## src/rtl/temp_log_sequencer.sv

```systemverilog
// Temperature logger sequencer: sample timer, SPI read into the history register,
// and framed history dumps (header, count, entries newest first, checksum) to the UART.
module temp_log_sequencer #(
   parameter int         SAMPLE_DIV = 50000000,
   parameter bit         AUTO_DUMP  = 1'b1,
   parameter logic [7:0] HDR_BYTE   = 8'hA5
) (
   input  logic        clk,
   input  logic        rst,
   input  logic        enable,
   input  logic        dump_req,
   output logic        spi_start,
   input  logic        spi_done,
   input  logic [7:0]  spi_data,
   output logic [7:0]  sr_in,
   output logic        sr_load,
   input  logic [79:0] hist,
   output logic [7:0]  uart_tx_data,
   output logic        uart_tx_start,
   input  logic        uart_tx_busy,
   output logic [3:0]  valid_count,
   output logic        overrun,
   output logic        busy
);

   localparam int            CW    = $clog2(SAMPLE_DIV);
   localparam logic [CW-1:0] TMAX  = CW'(SAMPLE_DIV - 1);
   localparam logic [3:0]    DEPTH = 4'd10;

   typedef enum logic [2:0] {
      IDLE,
      SPI_REQ,
      SPI_WAIT,
      STORE,
      TX_LOAD,
      TX_WAIT
   } state_t;

   state_t state_reg, state_next;

   logic [CW-1:0] tmr_reg;
   logic          tick;
   logic          samp_pend_reg;
   logic          dump_pend_reg;
   logic          overrun_reg;
   logic [3:0]    vcount_reg;
   logic [3:0]    new_cnt_reg;
   logic [7:0]    sr_in_reg;

   logic [3:0]    idx_reg;
   logic [3:0]    n_reg;
   logic [7:0]    csum_reg;
   logic          first_reg;

   logic [7:0]    entry [10];
   logic [3:0]    data_sel;
   logic [7:0]    data_byte;
   logic [7:0]    frame_byte;
   logic          is_data;
   logic          is_last;
   logic          tx_done;
   logic          frame_start;
   logic          auto_set;
   logic          in_dump;

   // Unpack the history bus into entries, entry 0 being the newest sample.
   genvar gi;
   generate
      for (gi = 0; gi < 10; gi++) begin : g_entry
         assign entry[gi] = hist[8*gi +: 8];
      end
   endgenerate

   assign tick        = enable && (tmr_reg == TMAX);
   assign data_sel    = idx_reg - 4'd2;
   assign is_data     = (idx_reg >= 4'd2) && (idx_reg < (n_reg + 4'd2));
   assign is_last     = (idx_reg == (n_reg + 4'd2));
   assign tx_done     = (state_reg == TX_WAIT) && !first_reg && !uart_tx_busy;
   assign frame_start = (state_reg == IDLE) && !samp_pend_reg && dump_pend_reg;
   assign auto_set    = AUTO_DUMP && (state_reg == STORE) && (new_cnt_reg == 4'd9);
   assign in_dump     = (state_reg == TX_LOAD) || (state_reg == TX_WAIT);

   always_comb begin
      data_byte = '0;
      for (int k = 0; k < 10; k++) begin
         if (data_sel == 4'(k)) begin
            data_byte = entry[k];
         end
      end
   end

   always_comb begin
      frame_byte = '0;
      if (idx_reg == 4'd0) begin
         frame_byte = HDR_BYTE;
      end else if (idx_reg == 4'd1) begin
         frame_byte = {4'b0, n_reg};
      end else if (is_last) begin
         frame_byte = csum_reg;
      end else begin
         frame_byte = data_byte;
      end
   end

   // Sample timer and request flags.
   always_ff @(posedge clk or posedge rst) begin
      if (rst) begin
         tmr_reg       <= '0;
         samp_pend_reg <= 1'b0;
         dump_pend_reg <= 1'b0;
         overrun_reg   <= 1'b0;
      end else begin
         if (enable) begin
            tmr_reg <= tick ? '0 : tmr_reg + 1'b1;
         end
         // A tick landing in SPI_REQ refills the flag being consumed, so it is not an overrun.
         if (tick) begin
            samp_pend_reg <= 1'b1;
            if (samp_pend_reg && (state_reg != SPI_REQ)) begin
               overrun_reg <= 1'b1;
            end
         end else if (state_reg == SPI_REQ) begin
            samp_pend_reg <= 1'b0;
         end
         if (tx_done && is_last) begin
            dump_pend_reg <= 1'b0;
         end else if ((dump_req && !in_dump) || auto_set) begin
            dump_pend_reg <= 1'b1;
         end
      end
   end

   // Sample capture and bookkeeping.
   always_ff @(posedge clk or posedge rst) begin
      if (rst) begin
         sr_in_reg   <= '0;
         vcount_reg  <= '0;
         new_cnt_reg <= '0;
      end else begin
         if ((state_reg == SPI_WAIT) && spi_done) begin
            sr_in_reg <= spi_data;
         end
         if (state_reg == STORE) begin
            if (vcount_reg != DEPTH) begin
               vcount_reg <= vcount_reg + 4'd1;
            end
            if (auto_set) begin
               new_cnt_reg <= '0;
            end else if (new_cnt_reg != DEPTH) begin
               new_cnt_reg <= new_cnt_reg + 4'd1;
            end
         end
      end
   end

   // Frame sequencing: N is frozen at frame start, checksum accumulates as data bytes go out.
   always_ff @(posedge clk or posedge rst) begin
      if (rst) begin
         idx_reg   <= '0;
         n_reg     <= '0;
         csum_reg  <= '0;
         first_reg <= 1'b0;
      end else begin
         if (frame_start) begin
            idx_reg  <= '0;
            n_reg    <= vcount_reg;
            csum_reg <= {4'b0, vcount_reg};
         end
         if (state_reg == TX_LOAD) begin
            first_reg <= 1'b1;
            if (is_data) begin
               csum_reg <= csum_reg + frame_byte;
            end
         end else if (state_reg == TX_WAIT) begin
            first_reg <= 1'b0;
            if (tx_done) begin
               idx_reg <= idx_reg + 4'd1;
            end
         end
      end
   end

   always_ff @(posedge clk or posedge rst) begin
      if (rst) begin
         state_reg <= IDLE;
      end else begin
         state_reg <= state_next;
      end
   end

   always_comb begin
      state_next    = state_reg;
      spi_start     = 1'b0;
      sr_load       = 1'b0;
      uart_tx_start = 1'b0;
      uart_tx_data  = '0;
      busy          = 1'b1;
      case (state_reg)
         IDLE: begin
            busy = 1'b0;
            if (samp_pend_reg) begin
               state_next = SPI_REQ;
            end else if (dump_pend_reg) begin
               state_next = TX_LOAD;
            end
         end
         SPI_REQ: begin
            spi_start  = 1'b1;
            state_next = SPI_WAIT;
         end
         SPI_WAIT: begin
            if (spi_done) begin
               state_next = STORE;
            end
         end
         STORE: begin
            sr_load    = 1'b1;
            state_next = IDLE;
         end
         TX_LOAD: begin
            uart_tx_start = 1'b1;
            uart_tx_data  = frame_byte;
            state_next    = TX_WAIT;
         end
         TX_WAIT: begin
            uart_tx_data = frame_byte;
            if (tx_done) begin
               state_next = is_last ? IDLE : TX_LOAD;
            end
         end
         default: begin
            state_next = IDLE;
         end
      endcase
   end

   assign sr_in       = sr_in_reg;
   assign valid_count = vcount_reg;
   assign overrun     = overrun_reg;

endmodule

```

## config.mk

```make
export PLATFORM = sky130hd
export DESIGN_NAME = temp_log_sequencer
export DESIGN_NICKNAME = d
export VERILOG_FILES = /design/src/rtl/temp_log_sequencer.sv
export SDC_FILE = /design/constraint.sdc
export NUM_CORES = 1
export LEC_CHECK = 0
export ABC_AREA = 1
export CORE_ASPECT_RATIO = 1.75
export CORE_MARGIN = 2
export CORE_UTILIZATION = 41
export DETAILED_ROUTE_END_ITERATION = 16
export PLACE_DENSITY_LB_ADDON = 0.05
export SLEW_MARGIN = 20
export SYNTH_ARGS = -nofsm -noshare
export SYNTH_HDL_FRONTEND = slang
export SYNTH_SLANG_ARGS = --single-unit
```

## constraint.sdc

```tcl
create_clock -name clk -period 4.73 [get_ports clk]
set_clock_uncertainty 0.1 [all_clocks]
set_input_delay 0.946 -clock clk [delete_from_list [all_inputs] [get_ports clk]]
set_output_delay 0.946 -clock clk [all_outputs]
set_load 0.1 [all_outputs]
```

==> out/results.ini, run 1 <==
[global_routing]
grt_max_degree=44
grt_pass1_wl_mm=22.16
track_usage_pct=21.68
grt_pass1_vias=4872
gr-total-overflow=0
antenna_found_initial=0

[cells_and_area]
area_delta_synth_final_pct=32.41
largest_reg_flops=26
fin_nets=939
fillers=1108
postLayoutCoreUtil_pct=55.75
diodes=0
final_area_um2=6456
drive_gt1_share_pct=8.981

[clock_network]
cts.sinks=65
cts_resized=0
post_cts_buffers=0
clock_path_buffers=2
cts_tree=built
insertion_delay_ps=330
cts_hold_buf=0
clk_pin_slew_ps=50
tritoncts.num_buffers=9
cts_root_buf=clkbuf_16
htreeDepth=3

[status]
status=finished, final reports clean

[synth]
synth_area_um2=4876
synth_area_leaders=dfrtp_1, nand2_1, inv_1
yosysMostFrequentCell=nand2_1
syn_area_per_cell_um2=6.956
synthArstFlopShare_pct=100.0
synth_seq_cells=65
postSynthCellCount=701
seq_area_frac_synth_pct=33.36
ys_warn_count=0
synth_ff_type=dfrtp_1
syn_nets=821
synth_top_cell_by_area=dfrtp_1
yosys-top-cells-count=nand2_1, inv_1, dfrtp_1, nor2_1, nand3_1
synth.distinct_cells=47
synth_edf_count=0
synth_top_area_share_pct=33.36

[timing]
final.period_utilization_pct=87.79
relSlewSlack_pct=33.46
tightestPinTransition_ps=995.0
rsz0062_at_grt=no
layout_min_cycle_time_ps=4153
fmax_ghz=0.2408
fin_tns_setup_ps=0
finalHoldViolCount=0
report.final.slew_viol_count=0
whs_ps=390.0
setup_viol=0

[die]
core_um2=11580
initial_core_util_pct=42.10
die-area_um2=12820
die_w_um=86.44
num_rows=52
chipHeight_um=148.3
ios=119

[placement]
placed_area_um2=6166
dpl.hpwl_mm=10.97
routabilityCongestion=0.8904
portBuffers=118

[worst_setup_path]
criticalPathCategory=reg -> out
cp-end-kind=output pin
cp-start-kind=flip-flop
cp.arrival_ps=3110
rrSetupSlack_ps=720
critPathMaxFanout=16
cp.required_ps=3680

[route]
wire_per_inst_um=14.31
drtIter0Drc=183
dr.pass1.iters=4
drc=0
routed_wl_mm=13.72
ant_nets=0
avgViaCountPerCell=4.980
via_count=4776

[power_and_ir_drop]
cellPowerDensity_nw_per_um2=560.1
p_leak_nw=3.245
power_w=0.003616
irDropWorstVdd_v=0.0004572

[hold_path]
hp-class=reg -> reg

[run]
drv_cap=0

[metal layers]
layer	up-vias	share of wire (%)	wire (um)	global-route usage (%)
li1	2452	-	-	-
met1	2178	37	5065	21.62
met2	120	56	7653	42.54
met3	26	4.3	586	2.830
met4	0	3.0	415	10.08
met5	-	0	0	0
[where the power goes]
part	switching [W]	leakage (nW)	total, W	internal (W)
clock network	0.000227	0.144	0.000648	0.000421
registers	0.000133	0.792	0.000838	0.000704
logic	0.00150	2.31	0.00213	0.000628
total	0.00186	3.24	0.00362	0.00175
[logic make-up (layout without fill, tap and decap cells)]
family / Yosys count / after routing / share of synthesized area, %
buffers and inverters: 143 / 266 / 11.52
xor gates and xnor gates: 17 / 17 / 3.054
and+or+nand+nor: 342 / 342 / 32.08
adders and majority gates: 26 / 26 / 6.826
AOI/OAI and AO/OA: 100 / 100 / 11.32
muxes: 8 / 8 / 1.848
DFF: 65 / 65 / 33.36
[path summary, 6_finish.rpt]
path / from / to / depth (start not counted)
min reg2reg: overrun / overrun / 1
max: idx_reg[1] / uart_tx_data[2] / 14
min: overrun / overrun / 1
max in group asynchronous: rst / tmr_reg[25] / 3
min in group asynchronous: rst / sr_in[5] / 2
max reg2reg: idx_reg[1] / csum_reg[7] / 30
[cell type report]
cell class / instances / area (um^2) / area share (%)
flip-flops and latches: 65 / 1627 / 25.19
repair buffers: 121 / 1194 / 18.49
clock inverters: 3 / 40.04 / 0.6202
well taps: 135 / 168.9 / 2.616
inverters: 129 / 489.2 / 7.578
clock buffers: 13 / 250.2 / 3.876
multi-input cells: 493 / 2688 / 41.63
[critical path, stage by stage, from the launching register on]
cell     delay (ps)
dfrtp_1         450
inv_1           120
ha_1            400
inv_2           170
nand3_1         400
o21ai_0         300
inv_1            60
nand2_1          70
nand2_1          50
nand2_1          50
nand2_1          50
nand2_1          50
nand2_1          60
a21oi_1         210
buf_4           340
[through the flow]
stage,std cells,setup WS [ps]
after floorplan,701,364.7
after global placement,943,729.4
after detailed placement,943,675.3
after CTS,959,587.1
after global routing,959,135.4
final,959,577.3
[layout by cell type (no fill, tap or decap), drive strengths merged, types with 3 or more instances in the layout]
master,instances
a21oi,40
a31oi,5
buf,12
clkbuf,13
clkdlybuf4s50,109
dfrtp,65
ha,25
inv,129
mux2,8
nand2,185
nand3,45
nand4,9
nor2,71
nor3,19
o21ai,42
o21bai,3
or2,8
xnor2,6
xor2,11
Power figures use the tool's default switching activity.
==> run 2, diff against run 1 <==
==> constraint.sdc (replaced) <==
create_clock -name clk -period 4.73 [get_ports clk]
set_clock_uncertainty 0.1 [all_clocks]
set_input_delay 0.946 -clock clk [delete_from_list [all_inputs] [get_ports clk]]
set_output_delay 0.946 -clock clk [all_outputs]
set_load 0.05 [all_outputs]
==> run 2 against run 1 <==
  * Total power shrank 9.6%
  * Setup slack lost 330 ps
  * Sequential share of layout area is 0.15 points lower
  * Maximum frequency decreased by 7.3%
  * Flip-flop and latch count unchanged
  * Cell count is 0.10% higher
  * Register-to-register slack got worse by 90 ps
  * Wire length is essentially flat
==> out/results.ini, run 2 (synthesis results as in run 1) <==
[cells_and_area]
fin_nets=940
area_delta_synth_final_pct=33.18
final_common_cell=nand2_1
final_cell_mix=nand2_1, inv_1, clkdlybuf4s50_1, dfrtp_1, nor2_1
multiInputGateArea_um2=2688
regArea_um2=1627
stdcell_count=960
largest_reg_flops=26
diodes=0
fillers=1150
drive_gt1_share_pct=8.364

[die]
initial_core_util_pct=42.10
core_um2=11580
die_w_um=86.44
chipHeight_um=148.3
ios=119
num_rows=52
die-area_um2=12820

[clock_network]
cts_tree=built
cts_hold_buf=0
cts.sinks=65
htreeDepth=3
cts_root_buf=clkbuf_16
tritoncts.num_buffers=9
cts_resized=0
clock_path_buffers=2
post_cts_buffers=0
clk_pin_slew_ps=50
insertion_delay_ps=330

[power_and_ir_drop]
p_clk_share_pct=20.3
comb_power_share_pct=54.1
irDropWorstVdd_v=0.0002996
swShare_pct=46.06
p_leak_nw=3.312
p_int_w=0.001764
p_sw_w=0.001506
p_seq_share_pct=25.6
cellPowerDensity_nw_per_um2=503.6

[worst_setup_path]
cpMostUsedCell=nand2_1
crit_path_end=uart_tx_data[4]
cp.required_ps=3680
path_depth=12
crit_start=idx_reg[1]
crit_slowest_cell=clkdlybuf4s50_1
cp-end-kind=output pin
criticalPathCategory=reg -> out
critPathMaxFanout=16
crit_chain=inv_1 > ha_1 > inv_2 > nand3_1 > o21ai_0 > a21oi_1 > o21bai_1 > nand2_1 > nand2_1 > nand2_1 > nor2_1 > clkdlybuf4s50_1
cp_top_family=buffers and inverters
r2r-start=idx_reg[1]
slowest_delay_ps=810
r2r_cells=30
cp-start-kind=flip-flop
path_buf_inv=3
rrSetupSlack_ps=630
cp.arrival_ps=3440
reg2reg_to=csum_reg[7]

[placement]
portBuffers=118
dpl.hpwl_mm=10.87
placedCellCount=944
routabilityCongestion=0.8933

[status]
status=finished, final reports clean

[global_routing]
antenna_found_initial=0
top_usage_layer=met2
grt_pass1_vias=4811
met2_usage_pct=42.31
grt_pass1_wl_mm=21.84
grt_max_degree=44
grt_util_met1_pct=21.36
gr-total-overflow=0
grt_util_met3_pct=2.719
track_usage_pct=21.32

[route]
drtIter0Drc=162
wire_per_inst_um=14.30
drc=0
routed_wl_mm=13.73
dr.pass1.iters=5
avgViaCountPerCell=4.935
ant_nets=0
via_count=4738

[timing]
fin_tns_setup_ps=0
layout_min_cycle_time_ps=4481
setup_viol=0
relSlewSlack_pct=37.67
final.period_utilization_pct=94.74
tightestPinTransition_ps=933.5
finalHoldViolCount=0
rsz0062_at_grt=no
report.final.slew_viol_count=0
fmax_ghz=0.2232

[run]
drv_cap=0

[hold_path]
hp-class=reg -> reg

## run 2: cell types whose count changed in the layout (fill, tap and decap cells not counted)
cell / previous run / this run
buf_12: 1 / 0
clkinvlp_4: 0 / 2
clkbuf_1: 3 / 1
buf_4: 11 / 5
clkdlybuf4s50_1: 109 / 111
dlymetal6s2s_1: 0 / 6
## run 2: routing by layer
metal	vias to the layer above	part of all wire, %	wire length (um)
li1	2455	-	-
met1	2123	37	5146
met2	128	56	7641
met3	32	3.8	526
met4	0	3.0	411
met5	-	0	0
## run 2: worst min-delay path by stage
stage | start | depth (start not counted) | end | slack, ps
floorplan | new_cnt_reg[2] | 1 | new_cnt_reg[2] | 360
CTS | overrun | 1 | overrun | 390
global placement | overrun | 1 | overrun | 370
finish | overrun | 1 | overrun | 390
detailed placement | overrun | 1 | overrun | 380
global route | tmr_reg[10] | 1 | tmr_reg[10] | 400
## run 2: through the flow
step	hold slack, ps	power (W)	worst slack, ps	utilization (%)	instance area [um^2]
after detailed placement	377.8	0.002631	454.0	53.37	6181
after CTS	394.7	0.003309	115.1	55.94	6479
after global placement	365.6	0.002592	473.9	53.37	6181
final	389.1	0.003270	249.0	56.07	6494
after global routing	404.6	0.003529	2.218	56.07	6494
after floorplan	355.9	0.002080	1065	-	4876
## run 2: final cells by class
type	instances	area share (%)
multi-input cells	493	41.39
flip-flops and latches	65	25.05
repair buffers	122	18.84
inverters	129	7.534
clock buffers	11	3.738
well taps	135	2.601
clock inverters	5	0.8478
## run 2: power groups by stage
| stage | clock (W) | combinational [W] | sequential (W) |
|---|---|---|---|
| 3_3_place_gp | 0 | 0.00175 | 0.000840 |
| 4_1_cts | 0.000679 | 0.00179 | 0.000837 |
| 2_1_floorplan | 0 | 0.00111 | 0.000971 |
| 5_1_grt | 0.000701 | 0.00197 | 0.000856 |
| 3_5_place_dp | 0 | 0.00179 | 0.000844 |
| 6_report | 0.000664 | 0.00177 | 0.000837 |
